$ cat config.mk
export PLATFORM = sky130hd
export DESIGN_NAME = rom_boot_copier
export DESIGN_NICKNAME = d
export VERILOG_FILES = /design/src/rtl/tlul_pkg.sv /design/src/rtl/rom_boot_copier.sv
export SDC_FILE = /design/constraint.sdc
export NUM_CORES = 1
export LEC_CHECK = 0
export CORE_MARGIN = 3
export CORE_UTILIZATION = 35
export CTS_BUF_LIST = sky130_fd_sc_hd__clkbuf_8
export CTS_CLUSTER_SIZE = 24
export DETAILED_ROUTE_END_ITERATION = 8
export GPL_TIMING_DRIVEN = 1
export HOLD_SLACK_MARGIN = 0.08
export PLACE_DENSITY = 0.7
export SYNTH_ARGS = -nofsm -noshare
export SYNTH_HDL_FRONTEND = slang
export SYNTH_SLANG_ARGS = --single-unit
$ cat constraint.sdc
create_clock -name clk_i -period 3 [get_ports clk_i]
set_input_delay 0.75 -clock clk_i [delete_from_list [all_inputs] [get_ports clk_i]]
set_output_delay 0.75 -clock clk_i [all_outputs]
set_load 0.1 [all_outputs]
$ cat src/rtl/tlul_pkg.sv
// TL-UL channel types and opcode constants shared by the boot copier and its bench.
package tlul_pkg;

  typedef struct packed {
    logic        a_valid;
    logic [2:0]  a_opcode;
    logic [2:0]  a_param;
    logic [1:0]  a_size;
    logic [7:0]  a_source;
    logic [31:0] a_address;
    logic [3:0]  a_mask;
    logic [31:0] a_data;
    logic [13:0] a_user;
    logic        d_ready;
  } tlul_h2d_t;

  typedef struct packed {
    logic        d_valid;
    logic [2:0]  d_opcode;
    logic [2:0]  d_param;
    logic [1:0]  d_size;
    logic [7:0]  d_source;
    logic        d_sink;
    logic [31:0] d_data;
    logic [13:0] d_user;
    logic        d_error;
    logic        a_ready;
  } tlul_d2h_t;

  localparam logic [2:0]  Get              = 3'd4;
  localparam logic [2:0]  AccessAck        = 3'd0;
  localparam logic [2:0]  AccessAckData    = 3'd1;
  localparam logic [13:0] TlAUserDefault   = 14'h0;

endpackage

$ cat src/rtl/rom_boot_copier.sv
// Boot ROM to SRAM copier: a TL-UL host that reads sequential ROM words with
// up to MAX_OUT Gets in flight and streams each good word into a destination
// SRAM write port, reporting done/error to the boot controller.
module rom_boot_copier
  import tlul_pkg::*;
#(
  parameter int          AW       = 8,
  parameter int          DW       = 32,
  parameter logic [31:0] ROM_BASE = 32'h0000_0000,
  parameter int          DST_AW   = 10,
  parameter int          MAX_OUT  = 2
) (
  input  logic              clk_i,
  input  logic              rst_i,
  input  logic              start_i,
  input  logic [AW:0]       len_i,
  input  logic [DST_AW-1:0] dst_base_i,
  output logic              busy_o,
  output logic              done_o,
  output logic              err_o,
  output tlul_h2d_t         tl_h_o,
  input  tlul_d2h_t         tl_h_i,
  output logic              dst_we_o,
  output logic [DST_AW-1:0] dst_addr_o,
  output logic [DW-1:0]     dst_wdata_o
);

  typedef enum logic [2:0] {
    S_IDLE,
    S_RUN,
    S_DRAIN,
    S_DONE,
    S_ERR
  } state_e;

  localparam logic [AW:0] ONE = 1;

  state_e            r_state;
  state_e            w_state_nxt;
  logic [AW:0]       r_len;
  logic [AW:0]       r_iss;
  logic [AW:0]       r_rsp;
  logic [1:0]        r_out;
  logic [DST_AW-1:0] r_base;
  logic              r_done;
  logic              r_err;
  logic              r_we;
  logic [DST_AW-1:0] r_addr;
  logic [DW-1:0]     r_wdata;

  logic              w_start_ok;
  logic              w_a_valid;
  logic              w_d_ready;
  logic              w_a_fire;
  logic              w_d_fire;
  logic              w_d_err;
  logic              w_last_rsp;
  logic [1:0]        w_out_nxt;
  logic              w_unused;

  // Handshake qualifiers; a_valid depends only on registered state so the
  // request stays stable until the ROM accepts it.
  always_comb begin
    w_start_ok = start_i && ((r_state == S_IDLE) || (r_state == S_DONE) || (r_state == S_ERR));
    w_a_valid  = (r_state == S_RUN) && (r_iss < r_len) && (r_out < 2'(MAX_OUT));
    w_d_ready  = (r_state == S_RUN) || (r_state == S_DRAIN);
    w_a_fire   = w_a_valid && tl_h_i.a_ready;
    w_d_fire   = tl_h_i.d_valid && w_d_ready;
    w_d_err    = w_d_fire && tl_h_i.d_error;
    w_last_rsp = (r_rsp + ONE) == r_len;
    w_out_nxt  = r_out + 2'(w_a_fire) - 2'(w_d_fire);
  end

  // State register.
  always_ff @(posedge clk_i) begin
    if (rst_i) r_state <= S_IDLE;
    else       r_state <= w_state_nxt;
  end

  // Next-state logic: zero-length starts complete at once, an error response
  // drains the remaining reads before settling in ERR.
  always_comb begin
    w_state_nxt = r_state;
    case (r_state)
      S_IDLE, S_DONE, S_ERR: begin
        if (w_start_ok) w_state_nxt = (len_i == '0) ? S_DONE : S_RUN;
      end
      S_RUN: begin
        if (w_d_err)                     w_state_nxt = S_DRAIN;
        else if (w_d_fire && w_last_rsp) w_state_nxt = S_DONE;
      end
      S_DRAIN: begin
        if (r_out == 2'd0) w_state_nxt = S_ERR;
      end
      default: w_state_nxt = S_IDLE;
    endcase
  end

  // Transfer counters, sticky status flags and the registered SRAM write.
  always_ff @(posedge clk_i) begin
    if (rst_i) begin
      r_len   <= '0;
      r_base  <= '0;
      r_iss   <= '0;
      r_rsp   <= '0;
      r_out   <= '0;
      r_done  <= 1'b0;
      r_err   <= 1'b0;
      r_we    <= 1'b0;
      r_addr  <= '0;
      r_wdata <= '0;
    end else begin
      r_we   <= 1'b0;
      r_done <= (w_state_nxt == S_DONE) || (w_state_nxt == S_ERR);
      if (w_start_ok) begin
        r_len  <= len_i;
        r_base <= dst_base_i;
        r_iss  <= '0;
        r_rsp  <= '0;
        r_out  <= '0;
        r_err  <= 1'b0;
      end else begin
        if (w_a_fire) r_iss <= r_iss + ONE;
        if (w_d_fire) r_rsp <= r_rsp + ONE;
        r_out <= w_out_nxt;
        if (w_d_err) r_err <= 1'b1;
        if (w_d_fire && !tl_h_i.d_error && (r_state == S_RUN) &&
            (tl_h_i.d_opcode == AccessAckData)) begin
          r_we    <= 1'b1;
          r_addr  <= r_base + DST_AW'(r_rsp);
          r_wdata <= tl_h_i.d_data;
        end
      end
    end
  end

  // Request channel: fixed 32-bit Get, source tracks the low issue bit.
  always_comb begin
    tl_h_o           = '0;
    tl_h_o.a_valid   = w_a_valid;
    tl_h_o.a_opcode  = Get;
    tl_h_o.a_param   = 3'd0;
    tl_h_o.a_size    = 2'd2;
    tl_h_o.a_source  = 8'(r_iss[0]);
    tl_h_o.a_address = ROM_BASE + (32'(r_iss) << 2);
    tl_h_o.a_mask    = 4'hF;
    tl_h_o.a_data    = 32'h0;
    tl_h_o.a_user    = TlAUserDefault;
    tl_h_o.d_ready   = w_d_ready;
  end

  assign busy_o      = (r_state == S_RUN) || (r_state == S_DRAIN);
  assign done_o      = r_done;
  assign err_o       = r_err;
  assign dst_we_o    = r_we;
  assign dst_addr_o  = r_addr;
  assign dst_wdata_o = r_wdata;

  assign w_unused = ^{tl_h_i.d_param, tl_h_i.d_size, tl_h_i.d_source,
                      tl_h_i.d_sink, tl_h_i.d_user};

endmodule

==> results of run 1 <==
==> critical path, delay by kind of cell (launching register included) <==
kind	cells	cell delay, ps
buffers and inverters	2	240
AO/OA/AOI/OAI	4	800
adder cells (fa/ha/maj)	1	290
flip-flops	1	380
==> power groups by stage <==
stage	clock network [W]	registers, W	logic (W)
6_report	0.000905	0.00120	0.000820
5_1_grt	0.000982	0.00121	0.000855
4_1_cts	0.000938	0.00120	0.000821
3_5_place_dp	0	0.00123	0.000819
3_3_place_gp	0	0.00123	0.000816
2_1_floorplan	0	0.00125	0.000752
==> logic make-up after synthesis <==
logic type | count (synthesis) | share of synthesized area
flip-flops | 87 | 0.356
multiplexers | 21 | 0.0432
adder cells (fa/ha/maj) | 22 | 0.0578
AND/OR/NAND/NOR | 201 | 0.188
other | 2 | 0.00153
AO/OA/AOI/OAI | 98 | 0.127
buffers and inverters | 135 | 0.176
XOR/XNOR | 28 | 0.0501
==> worst paths after layout <==
path                              startpoint                    endpoint  slack, ps  cells after the start
setup reg to reg       r_len[3]$_SDFFE_PP0P_         r_out[1]$_SDFF_PP0_        490                     11
setup / recovery       r_len[5]$_SDFFE_PP0P_                  tl_h_o[99]        160                      7
hold / removal    dst_addr_o[5]$_SDFFE_PP0P_  dst_addr_o[5]$_SDFFE_PP0P_        460                      2
hold reg to reg   dst_addr_o[5]$_SDFFE_PP0P_  dst_addr_o[5]$_SDFFE_PP0P_        460                      2
==> state kept, by name, indices dropped and copies added, names as in the netlist <==
| signal | flops |
|---|---|
| dst_we_o | 1 |
| r_base | 10 |
| dst_wdata_o | 32 |
| err_o | 1 |
| r_iss | 9 |
| r_rsp | 9 |
| dst_addr_o | 10 |
| r_out | 2 |
| r_len | 9 |
| r_state | 3 |
| done_o | 1 |
==> stage by stage <==
stage / hold WS [ps] / std cells
2_1_floorplan: 468 / 680
3_3_place_gp: 442 / 865
3_5_place_dp: 445 / 865
4_1_cts: 459 / 881
5_1_grt: 477 / 881
6_report: 458 / 881
==> cell type report <==
| type | count | area, um2 | area share |
|---|---|---|---|
| multi-input combinational | 458 | 2620 | 0.438 |
| sequential | 87 | 1740 | 0.292 |
| timing repair buffer | 125 | 1110 | 0.185 |
| tap | 176 | 220 | 0.0368 |
| clock buffer | 9 | 124 | 0.0207 |
| clock inverter | 7 | 96.3 | 0.0161 |
| inverter | 19 | 71.3 | 0.0119 |
==> layer usage <==
metal  global-route usage  share of wire
met5                    0              0
met2                0.231           0.48
met4               0.0645          0.016
met3               0.0296          0.059
met1                0.170           0.44
==> cell usage in the layout (no fill, tap or decap), types with 3 or more instances in the layout <==
cell | synthesis | routed
conb_1 | 2 | 88
nand2_1 | 87 | 87
dfxtp_1 | 87 | 85
buf_4 | 91 | 64
clkdlybuf4s50_1 | 0 | 58
a21oi_1 | 51 | 51
nor2_1 | 48 | 47
ha_1 | 21 | 21
mux2i_1 | 20 | 20
inv_1 | 18 | 19
nor3_1 | 16 | 16
xnor2_1 | 15 | 15
xor2_1 | 13 | 13
clkbuf_8 | 0 | 9
nand3_1 | 9 | 8
and3_1 | 5 | 5
o31ai_1 | 5 | 5
a31oi_1 | 4 | 4
a21o_1 | 4 | 4
nand4_1 | 4 | 4
or3_1 | 4 | 4
o21ai_0 | 4 | 4
or4_1 | 4 | 4
a211oi_1 | 4 | 4
nand2b_1 | 3 | 3
o2111ai_1 | 3 | 3
nor4_1 | 3 | 3
o211ai_1 | 3 | 3
nor2b_1 | 3 | 3
==> key figures, run 1 <==
Pwr
  • Sequential power share: 0.411
  • Psw: approximately 0.0011 W
  • Clock power frac: 0.309
  • Total Power: 0.00293 W
  • Leakage: 2.61 nW
  • Switching Share: 0.384
  • Power share of the combinational group: 0.280
  • Power density over cell area: a little under 500 nW/um2
  • IR drop worst, VDD: around 0.19 mV
  • Int Pwr: 0.00180 W

Yosys
  • Cell variety after synth: 61
  • Area leader, netlist: dfxtp_1
  • Yosys warning count: 0
  • Synth cell count leaders: buf_4 (91), dfxtp_1 (87), nand2_1 (87), a21oi_1 (51), nor2_1 (48)
  • Async SR Flop Fraction: 0
  • Seq cells post-synth: 87
  • Syn Inst Count: roughly 600
  • Main flop type after synthesis: dfxtp_1
  • Share of the synthesized area in the top cell type: 0.356
  • Register area share after synthesis: 0.356
  • Synthesized cell area: 4890 um2
  • Avg Synthesized Cell Area: 8.24 um2
  • Most frequent cell after synthesis: buf_4
  • Ranking of synthesized cells by area: dfxtp_1 (36%), buf_4 (14%), nand2_1 (6.7%)
  • Post-synth EDFFs: 0

Timing
  • Fmax: ~350 MHz
  • Final setup TNS: 0 ps
  • Slew margin rel.: 0.531
  • Final min period: between 2000 and 3000 ps
  • Crit share post-route: 0.947
  • Final worst setup slack: 160 ps
  • Setup Skew: ~12 ps
  • Unrepaired setup endpoints after global routing: false
  • Worst-Margin Slew: 704 ps
  • Hold Fails Final Rpt: 0
  • Pins Over Slew Limit: 0
  • Final number of setup-violating endpoints: 0

Critical path
  • Critical-path cell list: inv_1 -> ha_1 -> a21o_1 -> a211oi_2 -> o21a_2 -> o211a_1 -> buf_12
  • CP endpoint kind: primary output
  • Crit-path slowest cell: dfxtp_1
  • Worst EP required: 2250 ps
  • CP Max Fanout: 4
  • Critical path type: register to primary output
  • CP arrival: 2090 ps
  • CP Launch Type: register
  • Max stage delay on crit path: between 300 and 400 ps

Floorplanning
  • I/O Pins: 234
  • Starting density of the core: 0.364
  • Die footprint: 15400 um2
  • Die Y: 124 um
  • Chip width: between 100 and 150 um
  • # rows: 42
  • Core Area: roughly 13000 um2

Route
  • Via count: 4001
  • Routed vias/inst: 4.54
  • Post-route ant nets: 0
  • DRT Wirelength: roughly 11 mm
  • DR WL/cell: 12.6 um
  • Pre-antenna DRT Iters: 4
  • Drt initial violations: 182
  • DRC Markers: 0

Clock tree
  • Clock Root Buffer: clkbuf_8
  • Postcts setup bufs: 0
  • CTS resizes: 0
  • H-tree levels: 3
  • CTS tree: done
  • Cts-stage hold buffer count: 0
  • CTS Buf Count: 9
  • Clock Pin Slew Worst Setup and Hold Paths: approximately 90 ps
  • Sink Count: 87
  • Clk_lat worst skew: 360 ps
  • Max Buffers Root-to-Sink: 2

Finish
  • Design Area, Final: 5980 um2
  • Nets@finish: 810
  • Area growth, synth to finish: 22.2%
  • Final Util: 0.445
  • Layout cells sized above 1: 0.138
  • Fillers: 1394
  • N_diodes: 0

Place
  • Placed Instance Area: 5760 um2
  • Place WS: 332 ps
  • Port Buffer Count: 117
  • Placer Congestion: 0.797
  • HPWL Detailed: just over 8 mm

Global route
  • Initial antenna violation count: 0
  • GRT overflow: 0
  • Vias in the first global route: between 3000 and 4000
  • Largest net degree at the start of global routing: 65
  • GRT Overall Usage: 0.139
  • Global-route wire length before repair: 17.8 mm

Run status
  • Run status: finished clean

Flow run
  • Max Cap Violations: 0

Min path
  • Tightest Hold Check Type: register to register
No activity file was read; power rests on OpenSTA's default activity.
==> run 2, diff against run 1 <==
--- a/config.mk
+++ b/config.mk
@@ -12,7 +12,7 @@
 export DETAILED_ROUTE_END_ITERATION = 8
 export GPL_TIMING_DRIVEN = 1
 export HOLD_SLACK_MARGIN = 0.08
-export PLACE_DENSITY = 0.7
+export PLACE_DENSITY = 0.73
 export SYNTH_ARGS = -nofsm -noshare
 export SYNTH_HDL_FRONTEND = slang
 export SYNTH_SLANG_ARGS = --single-unit
==> constraint.sdc (replaced) <==
create_clock -name clk_i -period 2.4 [get_ports clk_i]
set_input_delay 0.6 -clock clk_i [delete_from_list [all_inputs] [get_ports clk_i]]
set_output_delay 0.6 -clock clk_i [all_outputs]
set_load 0.1 [all_outputs]
==> run 2 against run 1 <==
  * The flow now finishes with violations (setup timing)
  * Count of clock-buffer cells in the layout increased by 1
  * Clock skew decreased by 2.7 ps
  * Register-to-register slack got worse by 490 ps
  * Non-clock buffer count up 16
  * Critical endpoint unchanged
==> key figures, run 2 (synthesis gave the netlist of run 1 again) <==
Finish
  • Most frequent cells in the layout: conb_1 (88), nand2_1 (87), dfxtp_1 (74), buf_4 (72), clkdlybuf4s50_1 (58) (was conb_1 (88), nand2_1 (87), dfxtp_1 (85), buf_4 (64), clkdlybuf4s50_1 (58))
  • Max reg flops: 32 (unchanged)
  • Commonest non-fill, non-tap cell in the layout: conb_1 (unchanged)
  • N_diodes: 0 (unchanged)
  • Finished Layout Cells: 897 (was 881)
  • Nets@finish: 826 (was 810)
  • Area growth, synth to finish: 27.9% (was 22.2%)
  • Layout cells sized above 1: 0.187 (was 0.138)
  • Fillers: 1316 (was 1394)

Critical path
  • CP Launch Type: register (unchanged)
  • CP endpoint kind: primary output (unchanged)
  • Worst Setup SP: r_len[2]$_SDFFE_PP0P_ (was r_len[5]$_SDFFE_PP0P_)
  • Critical path type: register to primary output (unchanged)
  • Reg2Reg Launch Point: r_len[2]$_SDFFE_PP0P_ (was r_len[3]$_SDFFE_PP0P_)
  • Worst EP required: 1800 ps (was 2250 ps)
  • CP Max Fanout: 2 (was 4)
  • CP arrival: 1960 ps (was 2090 ps)
  • R2R depth: 14 (was 11)

Floorplanning
  • Die Y: 124 um (unchanged)
  • Die footprint: 15400 um2 (unchanged)
  • I/O Pins: 234 (unchanged)
  • # rows: 42 (unchanged)
  • Core Area: 13500 um2 (unchanged)
  • Chip width: 124 um (unchanged)
  • Starting density of the core: 0.364 (unchanged)

Pwr
  • IR drop worst, VDD: 0.219 mV (was 0.192 mV)
  • Power density over cell area: 571 nW/um2 (was 490 nW/um2)
  • Psw: 0.00146 W (was 0.00112 W)
  • Sequential power share: 0.418 (was 0.411)
  • Int Pwr: 0.00212 W (was 0.00180 W)
  • Switching Share: 0.408 (was 0.384)
  • Leakage: 2.70 nW (was 2.61 nW)
  • Clock power frac: 0.278 (was 0.309)
  • Total Power: 0.00358 W (was 0.00293 W)
  • Power share of the combinational group: 0.303 (was 0.280)

Place
  • Placer Congestion: 0.828 (was 0.797)
  • Inst Count DP: 877 (was 865)
  • HPWL Detailed: 8.67 mm (was 8.19 mm)
  • Port Buffer Count: 117 (unchanged)

Timing
  • Crit share post-route: 1.07
  • Setup Skew: 9.61 ps (was 12.3 ps)
  • Final setup TNS: -161 ps (was 0 ps)
  • Pins Over Slew Limit: 0 (unchanged)
  • Final worst setup slack: -159 ps (was 160 ps)
  • Final number of setup-violating endpoints: 2 (was 0)
  • Hold Fails Final Rpt: 0 (unchanged)
  • Final min period: ~2600 ps
  • Unrepaired setup endpoints after global routing: true (was false)
  • Fmax: about 390 MHz

Min path
  • Hold Path Stages: 2 (unchanged)
  • Tightest Hold Check Type: register to register (unchanged)
  • Worst Hold Launch: dst_wdata_o[28]$_SDFFE_PP0P_ (was dst_addr_o[5]$_SDFFE_PP0P_)

Clock tree
  • H-tree levels: 3 (unchanged)
  • Clock Pin Slew Worst Setup and Hold Paths: 100 ps (was 90 ps)
  • Clock Root Buffer: clkbuf_8 (unchanged)
  • Max Buffers Root-to-Sink: 2 (unchanged)
  • CTS Buf Count: 9 (unchanged)
  • Sink Count: 87 (unchanged)
  • CTS tree: done (unchanged)
  • Clk_lat worst skew: 370 ps (was 360 ps)

Run status
  • Failing checks: setup timing
  • Run status: finished, violations left (was finished clean)

Flow run
  • Max Cap Violations: 0 (unchanged)

Route
  • Drt initial violations: 123 (was 182)
  • Post-route ant nets: 0 (unchanged)
  • Via count: 4051 (was 4001)
  • DRC Markers: 0 (unchanged)
  • DRT Wirelength: 11.3 mm (was 11.1 mm)
  • Pre-antenna DRT Iters: 4 (unchanged)
  • Routed vias/inst: 4.52 (was 4.54)
  • DR WL/cell: 12.6 um (about the same)

Global route
  • Initial antenna violation count: 0 (unchanged)
  • GRT Overall Usage: 0.140 (was 0.139)
  • GRT overflow: 0 (unchanged)
  • Largest net degree at the start of global routing: 40 (was 65)
  • Global-route wire length before repair: 18.1 mm (was 17.8 mm)
  • Vias in the first global route: 3579 (was 3606)
==> run 2: cell count changes in the layout (fill, tap and decap cells not counted), moves of 3 or more <==
cell and delta:
buf_12 +6, buf_4 +8, dfxtp_1 -11, dfxtp_2 +5, dfxtp_4 +6, ha_1 -4
ha_4 +4, inv_1 -3
==> run 2: repair_timing <==
item,4_1_cts,5_1_grt
endpoints found under the setup margin,1,3
buffers inserted,3,1
resized for setup,4,11
endpoints found under the hold margin,0,0
pin swaps,2,6
hold buffers,0,0
==> run 2: worst max-delay path, stage by stage (launching register included) <==
cell and delay (ps):
dfxtp_2 340, inv_2 40, ha_4 230, a211o_1 250
a31oi_1 160, o21a_2 190, o211a_1 190, buf_12 180
==> run 2: through the flow <==
stage                     hold WS [ps]  utilization  setup WS (ps)  cell area [um2]
after floorplan                    468            -           1.48             5280
after global placement             443        0.445           21.3             5990
after detailed placement           448        0.445           54.9             5990
after CTS                          462        0.461           -194             6200
after global routing               479        0.465           -260             6260
final                              459        0.465           -159             6260
==> run 2: power groups by stage <==
| stage | Combinational (W) | Clock (W) | Sequential (W) |
|---|---|---|---|
| after floorplan | 0.000946 | 0 | 0.00156 |
| after global placement | 0.00105 | 0 | 0.00153 |
| after detailed placement | 0.00106 | 0 | 0.00153 |
| after CTS | 0.00107 | 0.00103 | 0.00150 |
| after global routing | 0.00113 | 0.00109 | 0.00150 |
| final | 0.00108 | 0.000996 | 0.00150 |
==> run 2: cell type report <==
class	instances	area [um2]	area share
multi-input combinational	458	2700	0.431
sequential	87	1770	0.283
timing repair buffer	141	1310	0.209
tap	176	220	0.0352
clock buffer	10	138	0.0220
inverter	19	71.3	0.0114
clock inverter	6	51.3	0.00819
==> run 2: final timing paths <==
kind                            slack, ps                            to
worst min-delay path                  460  dst_wdata_o[28]$_SDFFE_PP0P_
worst min register to register        460  dst_wdata_o[28]$_SDFFE_PP0P_
worst max-delay path                 -160                    tl_h_o[99]
worst max register to register          0           r_out[1]$_SDFF_PP0_
==> run 2: layer usage <==
metal | GRT usage | wire, um | vias to the layer above
met1 | 0.180 | 5120 | 1851
met5 | 0 | 0 | -
li1 | - | - | 2078
met4 | 0.0567 | 221 | 0
met3 | 0.0322 | 551 | 16
met2 | 0.226 | 5400 | 106
